[config.mk]
export PLATFORM = sky130hd
export DESIGN_NAME = cache_mem_arbiter
export DESIGN_NICKNAME = d
export VERILOG_FILES = /design/src/rtl/cache_mem_arbiter.sv
export SDC_FILE = /design/constraint.sdc
export NUM_CORES = 1
export LEC_CHECK = 0
export CAP_MARGIN = 0
export CORE_AREA = 4 4 153 155
export CTS_CLUSTER_SIZE = 24
export DETAILED_ROUTE_END_ITERATION = 8
export DIE_AREA = 0 0 157 159
export SLEW_MARGIN = 5
export SYNTH_ARGS = -nofsm -noshare
export SYNTH_HDL_FRONTEND = slang
export SYNTH_SLANG_ARGS = --single-unit
[constraint.sdc]
create_clock -name clk -period 1.9 [get_ports clk]
set_input_delay 0.19 -clock clk [delete_from_list [all_inputs] [get_ports clk]]
set_output_delay 0.19 -clock clk [all_outputs]
set_load 0.02 [all_outputs]
[src/rtl/cache_mem_arbiter.sv]
// Shares one memory read channel (round-robin, grant held for the whole burst) and one
// write channel (D-cache pass-through) between the I-cache and D-cache. Blocks I-cache reads that hit an in-flight write-back line.
module cache_mem_arbiter #(
  parameter int LINE_OFFSET_BITS = 5
) (
  input  logic        clk,
  input  logic        rst,
  // I-cache read port
  input  logic        from_ic_rd_req_valid,
  input  logic [31:0] from_ic_rd_req_addr,
  input  logic [7:0]  from_ic_rd_req_len,
  output logic        to_ic_rd_req_ready,
  output logic        to_ic_rd_rsp_valid,
  output logic [31:0] to_ic_rd_rsp_data,
  output logic        to_ic_rd_rsp_last,
  input  logic        from_ic_rd_rsp_ready,
  // D-cache read port
  input  logic        from_dc_rd_req_valid,
  input  logic [31:0] from_dc_rd_req_addr,
  input  logic [7:0]  from_dc_rd_req_len,
  output logic        to_dc_rd_req_ready,
  output logic        to_dc_rd_rsp_valid,
  output logic [31:0] to_dc_rd_rsp_data,
  output logic        to_dc_rd_rsp_last,
  input  logic        from_dc_rd_rsp_ready,
  // D-cache write port
  input  logic        from_dc_wr_req_valid,
  input  logic [31:0] from_dc_wr_req_addr,
  input  logic [7:0]  from_dc_wr_req_len,
  output logic        to_dc_wr_req_ready,
  input  logic        from_dc_wr_data_valid,
  input  logic [31:0] from_dc_wr_data,
  input  logic [3:0]  from_dc_wr_data_strb,
  input  logic        from_dc_wr_data_last,
  output logic        to_dc_wr_data_ready,
  // memory read channel
  output logic        to_mem_rd_req_valid,
  output logic [31:0] to_mem_rd_req_addr,
  output logic [7:0]  to_mem_rd_req_len,
  input  logic        from_mem_rd_req_ready,
  input  logic        from_mem_rd_rsp_valid,
  input  logic [31:0] from_mem_rd_rsp_data,
  input  logic        from_mem_rd_rsp_last,
  output logic        to_mem_rd_rsp_ready,
  // memory write channel
  output logic        to_mem_wr_req_valid,
  output logic [31:0] to_mem_wr_req_addr,
  output logic [7:0]  to_mem_wr_req_len,
  input  logic        from_mem_wr_req_ready,
  output logic        to_mem_wr_data_valid,
  output logic [31:0] to_mem_wr_data,
  output logic [3:0]  to_mem_wr_data_strb,
  output logic        to_mem_wr_data_last,
  input  logic        from_mem_wr_data_ready,
  // state visibility
  output logic [2:0]  dbg_rd_state,
  output logic        dbg_wr_state
);
  // Handshake rule on every channel: a transfer happens on a rising edge where valid and
  // ready are both 1; valid, once raised, holds its payload stable until that edge.

  localparam int LW = 32 - LINE_OFFSET_BITS;

  typedef enum logic [2:0] {R_IDLE = 3'b001, R_REQ = 3'b010, R_RSP = 3'b100} rd_state_t;
  typedef enum logic {W_IDLE = 1'b0, W_DATA = 1'b1} wr_state_t;

  rd_state_t       rd_state, rd_next;
  wr_state_t       wr_state, wr_next;
  logic            grant, grant_next;        // 0 = I-cache, 1 = D-cache
  logic            last_grant, last_grant_next;
  logic [LW-1:0]   wr_line;
  logic            hazard, ic_elig, dc_elig;
  logic            sel_req_valid, sel_rsp_ready;

  // An I-cache read must not overtake a write-back to the same line.
  assign hazard = ((wr_state == W_DATA) && (from_ic_rd_req_addr[31:LINE_OFFSET_BITS] == wr_line)) ||
                  ((wr_state == W_IDLE) && from_dc_wr_req_valid &&
                   (from_ic_rd_req_addr[31:LINE_OFFSET_BITS] == from_dc_wr_req_addr[31:LINE_OFFSET_BITS]));
  assign ic_elig = from_ic_rd_req_valid && !hazard;
  assign dc_elig = from_dc_rd_req_valid;

  assign dbg_rd_state = rd_state;
  assign dbg_wr_state = wr_state;

  always_ff @(posedge clk or negedge rst) begin
    if (!rst) begin
      rd_state   <= R_IDLE;
      grant      <= 1'b0;
      last_grant <= 1'b1;
    end else begin
      rd_state   <= rd_next;
      grant      <= grant_next;
      last_grant <= last_grant_next;
    end
  end

  always_comb begin
    rd_next             = rd_state;
    grant_next          = grant;
    last_grant_next     = last_grant;
    to_mem_rd_req_valid = 1'b0;
    to_mem_rd_req_addr  = '0;
    to_mem_rd_req_len   = '0;
    to_mem_rd_rsp_ready = 1'b0;
    to_ic_rd_req_ready  = 1'b0;
    to_dc_rd_req_ready  = 1'b0;
    to_ic_rd_rsp_valid  = 1'b0;
    to_ic_rd_rsp_data   = '0;
    to_ic_rd_rsp_last   = 1'b0;
    to_dc_rd_rsp_valid  = 1'b0;
    to_dc_rd_rsp_data   = '0;
    to_dc_rd_rsp_last   = 1'b0;
    sel_req_valid       = grant ? from_dc_rd_req_valid : from_ic_rd_req_valid;
    sel_rsp_ready       = grant ? from_dc_rd_rsp_ready : from_ic_rd_rsp_ready;
    unique case (rd_state)
      R_IDLE: begin
        if (dc_elig && ic_elig) begin
          grant_next = ~last_grant;
          rd_next    = R_REQ;
        end else if (dc_elig) begin
          grant_next = 1'b1;
          rd_next    = R_REQ;
        end else if (ic_elig) begin
          grant_next = 1'b0;
          rd_next    = R_REQ;
        end
      end
      R_REQ: begin
        to_mem_rd_req_valid = sel_req_valid;
        to_mem_rd_req_addr  = grant ? from_dc_rd_req_addr : from_ic_rd_req_addr;
        to_mem_rd_req_len   = grant ? from_dc_rd_req_len : from_ic_rd_req_len;
        if (grant) to_dc_rd_req_ready = from_mem_rd_req_ready;
        else       to_ic_rd_req_ready = from_mem_rd_req_ready;
        // A master withdrawing its request abandons the grant.
        if (!sel_req_valid)             rd_next = R_IDLE;
        else if (from_mem_rd_req_ready) rd_next = R_RSP;
      end
      R_RSP: begin
        to_mem_rd_rsp_ready = sel_rsp_ready;
        if (grant) begin
          to_dc_rd_rsp_valid = from_mem_rd_rsp_valid;
          to_dc_rd_rsp_data  = from_mem_rd_rsp_data;
          to_dc_rd_rsp_last  = from_mem_rd_rsp_last;
        end else begin
          to_ic_rd_rsp_valid = from_mem_rd_rsp_valid;
          to_ic_rd_rsp_data  = from_mem_rd_rsp_data;
          to_ic_rd_rsp_last  = from_mem_rd_rsp_last;
        end
        if (from_mem_rd_rsp_valid && sel_rsp_ready && from_mem_rd_rsp_last) begin
          rd_next         = R_IDLE;
          last_grant_next = grant;
        end
      end
      default: rd_next = R_IDLE;
    endcase
  end

  always_ff @(posedge clk or negedge rst) begin
    if (!rst) begin
      wr_state <= W_IDLE;
      wr_line  <= '0;
    end else begin
      wr_state <= wr_next;
      if (wr_state == W_IDLE && from_dc_wr_req_valid && from_mem_wr_req_ready)
        wr_line <= from_dc_wr_req_addr[31:LINE_OFFSET_BITS];
    end
  end

  always_comb begin
    wr_next              = wr_state;
    to_mem_wr_req_valid  = 1'b0;
    to_dc_wr_req_ready   = 1'b0;
    to_mem_wr_data_valid = 1'b0;
    to_dc_wr_data_ready  = 1'b0;
    to_mem_wr_req_addr   = from_dc_wr_req_addr;
    to_mem_wr_req_len    = from_dc_wr_req_len;
    to_mem_wr_data       = from_dc_wr_data;
    to_mem_wr_data_strb  = from_dc_wr_data_strb;
    to_mem_wr_data_last  = from_dc_wr_data_last;
    unique case (wr_state)
      W_IDLE: begin
        to_mem_wr_req_valid = from_dc_wr_req_valid;
        to_dc_wr_req_ready  = from_mem_wr_req_ready;
        if (from_dc_wr_req_valid && from_mem_wr_req_ready) wr_next = W_DATA;
      end
      W_DATA: begin
        to_mem_wr_data_valid = from_dc_wr_data_valid;
        to_dc_wr_data_ready  = from_mem_wr_data_ready;
        if (from_dc_wr_data_valid && from_mem_wr_data_ready && from_dc_wr_data_last)
          wr_next = W_IDLE;
      end
      default: wr_next = W_IDLE;
    endcase
  end

endmodule

==> results.ini, run 1 <==
[placement]
dpl.hpwl_um=15200
io_buffers=300
placed_area_mm2=0.00659
dp_slack_ps=-387
gp_congestion=0.733

[status]
status=complete, no violations

[setup_path]
crit_slowest_cell=dfrtp_2
crit_family=buffers and inverters
critPathMaxStageDelay_ps=430
path_class=reg -> out
path_cells=buf_12, buf_12, mux2i_2, nor2_1, dlygate4sd2_1
cp_max_fo=16
reg2reg_setup_slack_ps=170
cp.arrival_ps=1660
crit_required_ps=1710
endpoint_kind=output port
cpMostUsedCell=buf_12
critPathLaunchType=register
critPathBufInv=3

[synthesis]
ys_types=29
synth_fp_nets=617
synth_edf_count=0
seq_area_frac_synth_pct=23.2
synth-async-reset-ratio_pct=100
ys_ff_latch=33
synth_warnings=0
synth_most_common_cell=buf_4
yosys-top-cells-area=dfrtp_1 22%, buf_4 16%, and2_1 12%
synth_area_mm2=0.00357
synth_ff_type=dfrtp_1
avgSynthCellArea_um2=8.60
synth_largest_area_cell=dfrtp_1
yosys-top-cells-count=77 x buf_4, 70 x and2_1, 51 x nor2_1
yosysTopAreaCellShare_pct=21.7
netlist_instances=415

[sta]
fin_ws_ps=46.8
rsz0062_at_grt=true
slew-limit-headroom_pct=74.9
setup_viol=0
fmax_ghz=0.540
drv_slew=0
setup_tns_ps=0
worst_pin_slew_ps=366
fin_crit_sh_pct=97.5
hold_viol=0
clock_skew_ps=4.50
period_needed_ps=1850

[flow_run]
drv_cap=0

[global_route]
grt_pass1_vias=3780
gr-total-overflow=0
track_usage_pct=12.9
antenna_found_initial=3
grt_max_degree=35
grt_pass1_wl_um=24200

[route]
routedWlPerCell_um=18.4
ant_nets=0
firstDrtPassIters=4
vias=3712
drc=0
drtIter0Drc=97
via_per_inst=3.93
totalWireLength_um=17400

[layout]
drive_gt1_share_pct=25.1
diodes=0
final_area_mm2=0.00664
n_fill_cell=2327
fin_nets=866
syn2layout_area_growth_pct=86.0

[die]
core_area_mm2=0.0218
fp.dieArea_mm2=0.0250
start_util_pct=16.4
fp-row-count=54
io_pins=399
die_w_um=157
die_h_um=159

[power]
total_power_mw=5.17
irDropWorstVdd_uv=418
p_comb_share_pct=61.5
p_seq_share_pct=23.4
intPower_mw=3.17
power.density_mw_per_mm2=779
p_leak_nw=2.96
switching_share_pct=38.7
clock_power_share_pct=15.1
p_sw_mw=2.00

[clocking]
cts_tree=built
root_buffer=clkbuf_16
cts.sinks=33
numCtsBuffers=5
htreeDepth=2
clk_latency_ps=270
path_clk_slew_ps=50
clk_path_buf_depth=2

[worst_hold_path]
hp-class=in -> async

-- path summary, 6_finish.rpt --
path,cells past startpoint,startpoint,to
worst max-delay path,5,grant,to_mem_rd_req_addr[24]
worst min-delay path,2,rst,wr_line[4]
worst max register to register,6,dbg_wr_state,dbg_rd_state[1]
worst min register to register,1,wr_line[10],wr_line[10]
max in group asynchronous,3,rst,dbg_rd_state[0]
min in group clk,2,from_dc_wr_req_addr[16],wr_line[11]
-- what timing repair did --
item                                   CTS  global route
setup endpoints to repair              111            47
buffers inserted                         1             2
resized for setup                      283            28
endpoints found under the hold margin   15             0
hold buffers                             1             0
pin swaps                                0             6
-- registers in the layout (all words and copies together) (netlist names) --
name	cells
wr_line	27
dbg_rd_state	3
dbg_wr_state	1
grant	1
last_grant	1
-- per-stage QoR --
step,cells,utilization [%],hold WS [ps]
after floorplan,415,-,-106
after detailed placement,933,30.2,20.6
after CTS,943,30.3,260
after global routing,945,30.4,275
after global placement,933,30.2,21.6
final,945,30.4,267
-- worst register-to-register path: stages (launching register included) --
cell	delay, ps
dfrtp_2	460
nor2b_2	160
nand4_1	150
nor4_2	340
nand4_1	210
a21oi_2	210
o2bb2ai_1	80
-- area by class of cell --
class                      instances  area, µm²  share of cell area [%]
multi-input combinational        286       2150                    32.4
sequential                        33        831                    12.5
tap                              280        350                    5.28
inverter                           2       7.51                   0.113
clock buffer                       6        129                    1.94
clock inverter                     2       10.0                   0.151
timing repair buffer             336       3160                    47.6
-- layout by cell type (no fill, tap or decap), types with 2 or more instances in the layout --
cell / Yosys / routed
a21oi_1: 2 / 2
and2_1: 70 / 70
buf_12: 0 / 8
buf_2: 7 / 39
buf_4: 77 / 30
clkbuf_16: 0 / 5
clkbuf_2: 0 / 4
clkdlybuf4s15_1: 0 / 5
clkdlybuf4s15_2: 0 / 30
clkdlybuf4s50_1: 0 / 183
clkinv_2: 0 / 2
dfrtp_1: 31 / 29
dfrtp_2: 0 / 2
dfstp_2: 2 / 2
dlygate4sd2_1: 0 / 31
dlymetal6s2s_1: 0 / 4
inv_1: 2 / 2
mux2_2: 27 / 27
mux2i_1: 42 / 39
mux2i_2: 0 / 3
nand2_1: 6 / 5
nand2_2: 1 / 2
nand3_1: 3 / 3
nand4_1: 12 / 12
nor2_1: 51 / 49
nor2_2: 0 / 2
nor3_1: 3 / 3
nor4_2: 0 / 4
xnor2_1: 42 / 39
xnor2_2: 0 / 3
xor2_1: 12 / 12
-- cell families (layout without fill, tap and decap cells) --
| family | after synthesis | in the layout | share of synthesized area, % |
|---|---|---|---|
| flip-flops | 33 | 33 | 23.2 |
| AND/OR/NAND/NOR | 155 | 155 | 23.1 |
| multiplexers | 69 | 69 | 20.3 |
| XOR/XNOR | 54 | 54 | 13.2 |
| buffers and inverters | 96 | 346 | 18.4 |
| AO/OA/AOI/OAI | 8 | 8 | 1.68 |
-- routing by layer --
layer | track usage (%) | part of all wire [%] | up-vias
met4 | 2.13 | 1.3 | 6
met3 | 5.65 | 12 | 16
li1 | - | - | 1786
met2 | 25.3 | 53 | 230
met5 | 0 | 0.22 | -
met1 | 12.4 | 33 | 1674
-- power groups by stage --
stage / sequential (mW) / combinational [mW] / clock, mW
6_report: 1.21 / 3.18 / 0.780
5_1_grt: 1.24 / 3.42 / 0.838
2_1_floorplan: 1.20 / 1.88 / 0
3_3_place_gp: 1.23 / 3.25 / 0
3_5_place_dp: 1.23 / 3.25 / 0
4_1_cts: 1.22 / 3.18 / 0.813
Power figures use the tool's default switching activity.
==> run 2, diff against run 1 <==
--- a/config.mk
+++ b/config.mk
@@ -10,6 +10,7 @@
 export CTS_CLUSTER_SIZE = 24
 export DETAILED_ROUTE_END_ITERATION = 8
 export DIE_AREA = 0 0 157 159
+export PLACE_DENSITY = 0.57
 export SLEW_MARGIN = 5
 export SYNTH_ARGS = -nofsm -noshare
 export SYNTH_HDL_FRONTEND = slang
==> run 2 against run 1 <==
Against the previous run: clock skew rose by 4.5 ps; global-route usage rose by 0.22 points; fmax barely moved; die area did not move; sequential share of layout area up 0.29 points; clock-buffer cell count unchanged; worst setup slack about the same; cell area down 2.4%; critical endpoint is now to_dc_rd_rsp_data[6]; largest power group unchanged; highest routed layer unchanged.
==> results.ini, run 2 (synthesized netlist as in run 1, its figures left out) <==
[status]
status=complete, no violations

[clocking]
cts_tree=built
cts.sinks=33
root_buffer=clkbuf_16
path_clk_slew_ps=50
htreeDepth=2
numCtsBuffers=5
clk_latency_ps=280
clk_path_buf_depth=2

[route]
vias=3702
routedWlPerCell_um=19.0
firstDrtPassIters=4
ant_nets=0
via_per_inst=3.88
drtIter0Drc=68
totalWireLength_um=18100
drc=0

[power]
intPower_mw=3.15
clock_power_share_pct=15.7
p_sw_mw=2.01
irDropWorstVdd_uv=346
p_leak_nw=2.92
p_comb_share_pct=60.7
power.density_mw_per_mm2=798
switching_share_pct=39.0
total_power_mw=5.17
p_seq_share_pct=23.6

[sta]
period_needed_ps=1850
slew-limit-headroom_pct=79.0
fmax_ghz=0.539
worst_pin_slew_ps=307
setup_viol=0
fin_crit_sh_pct=97.6
clock_skew_ps=8.99
hold_viol=0
drv_slew=0
rsz0062_at_grt=true

[layout]
final_area_mm2=0.00648
final_common_cell=clkdlybuf4s50_1
top_register=wr_line
largest_reg_flops=27
syn2layout_area_growth_pct=81.5
diodes=0
layout_common_cells=187 x clkdlybuf4s50_1, 70 x and2_1, 67 x clkbuf_2
fin_nets=876
drive_gt1_share_pct=27.0

[die]
io_pins=399
die_h_um=159
fp.dieArea_mm2=0.0250
fp-row-count=54
start_util_pct=16.4
core_area_mm2=0.0218
die_w_um=157

[setup_path]
endpoint_kind=output port
critPathLaunchType=register
cp_max_fo=17
cp.arrival_ps=1660
crit_required_ps=1710
path_class=reg -> out

[placement]
dpl.hpwl_um=15700
placed_area_mm2=0.00665
io_buffers=300
gp_congestion=0.763

[global_route]
gr-total-overflow=0
grt_pass1_wl_um=24900
track_usage_pct=13.1
antenna_found_initial=2
grt_max_degree=35
grt_pass1_vias=3820

[flow_run]
drv_cap=0

[worst_hold_path]
hp-class=in -> async

-- run 2: cell count changes in the layout (fill, tap and decap cells not counted), moves of 5 or more --
cell	previous run	this run
buf_2	39	15
dlygate4sd2_1	31	16
clkbuf_2	4	67
clkdlybuf4s15_2	30	1
clkdlybuf4s15_1	5	10
buf_4	30	41
-- run 2: final timing paths --
kind                                     from                    to  slack [ps]  cells past startpoint
setup / recovery              dbg_rd_state[0]  to_dc_rd_rsp_data[6]          50                      7
hold reg to reg                    wr_line[3]            wr_line[3]         520                      1
setup reg to reg                 dbg_wr_state       dbg_rd_state[1]         270                      6
min in group clk           from_dc_wr_data[5]     to_mem_wr_data[5]         380                      0
max in group asynchronous                 rst           wr_line[20]        1060                      3
hold / removal                            rst           wr_line[10]         350                      2
-- run 2: worst max-delay path, cell delays in order (launching register included) --
cell and delay [ps]:
dfstp_2 530, nor2_1 50, nand2_2 120, nor2_4 60
buf_4 140, clkbuf_16 170, and2_1 160, buf_2 150
-- run 2: power groups by stage --
stage	Clock (mW)	Sequential (mW)	Combinational, mW
after floorplan	0	1.20	1.88
after global placement	0	1.21	3.28
after detailed placement	0	1.22	3.29
after CTS	0.831	1.22	3.20
after global routing	0.857	1.25	3.39
final	0.810	1.22	3.14
-- run 2: area by class of cell --
cell class	instances	area, µm²
repair buffers	346	3010
clock buffers	6	139
flip-flops and latches	33	830
fillers	2360	15300
inverters	2	7.51
multi-input cells	286	2140
clock inverters	1	7.51
well taps	280	350
-- run 2: repair_timing --
action	in CTS	in global routing
cloned	0	1
hold buffers	1	0
setup buffers	0	1
resized for setup	128	180
endpoints found under the hold margin	8	0
pin swaps	0	2
setup endpoints to repair	109	96
-- run 2: per-stage QoR --
stage                     std cells  setup WS [ps]  utilization, %  hold slack, ps  setup TNS, ps
after floorplan                 415            166               -            -106              0
after global placement          944           -241            30.5             105           -847
after detailed placement        944           -252            30.5             110           -792
after CTS                       952          -8.57            30.8             359          -8.57
after global routing            954          -32.7            29.7             380           -483
final                           954           46.3            29.7             350              0
-- run 2: layer usage --
layer | wire length, µm | part of all wire, % | global-route usage, %
met3 | 1980 | 11 | 4.78
met2 | 9670 | 53 | 25.8
met1 | 6320 | 35 | 13.3
met5 | 27 | 0.15 | 0
met4 | 142 | 0.78 | 1.78
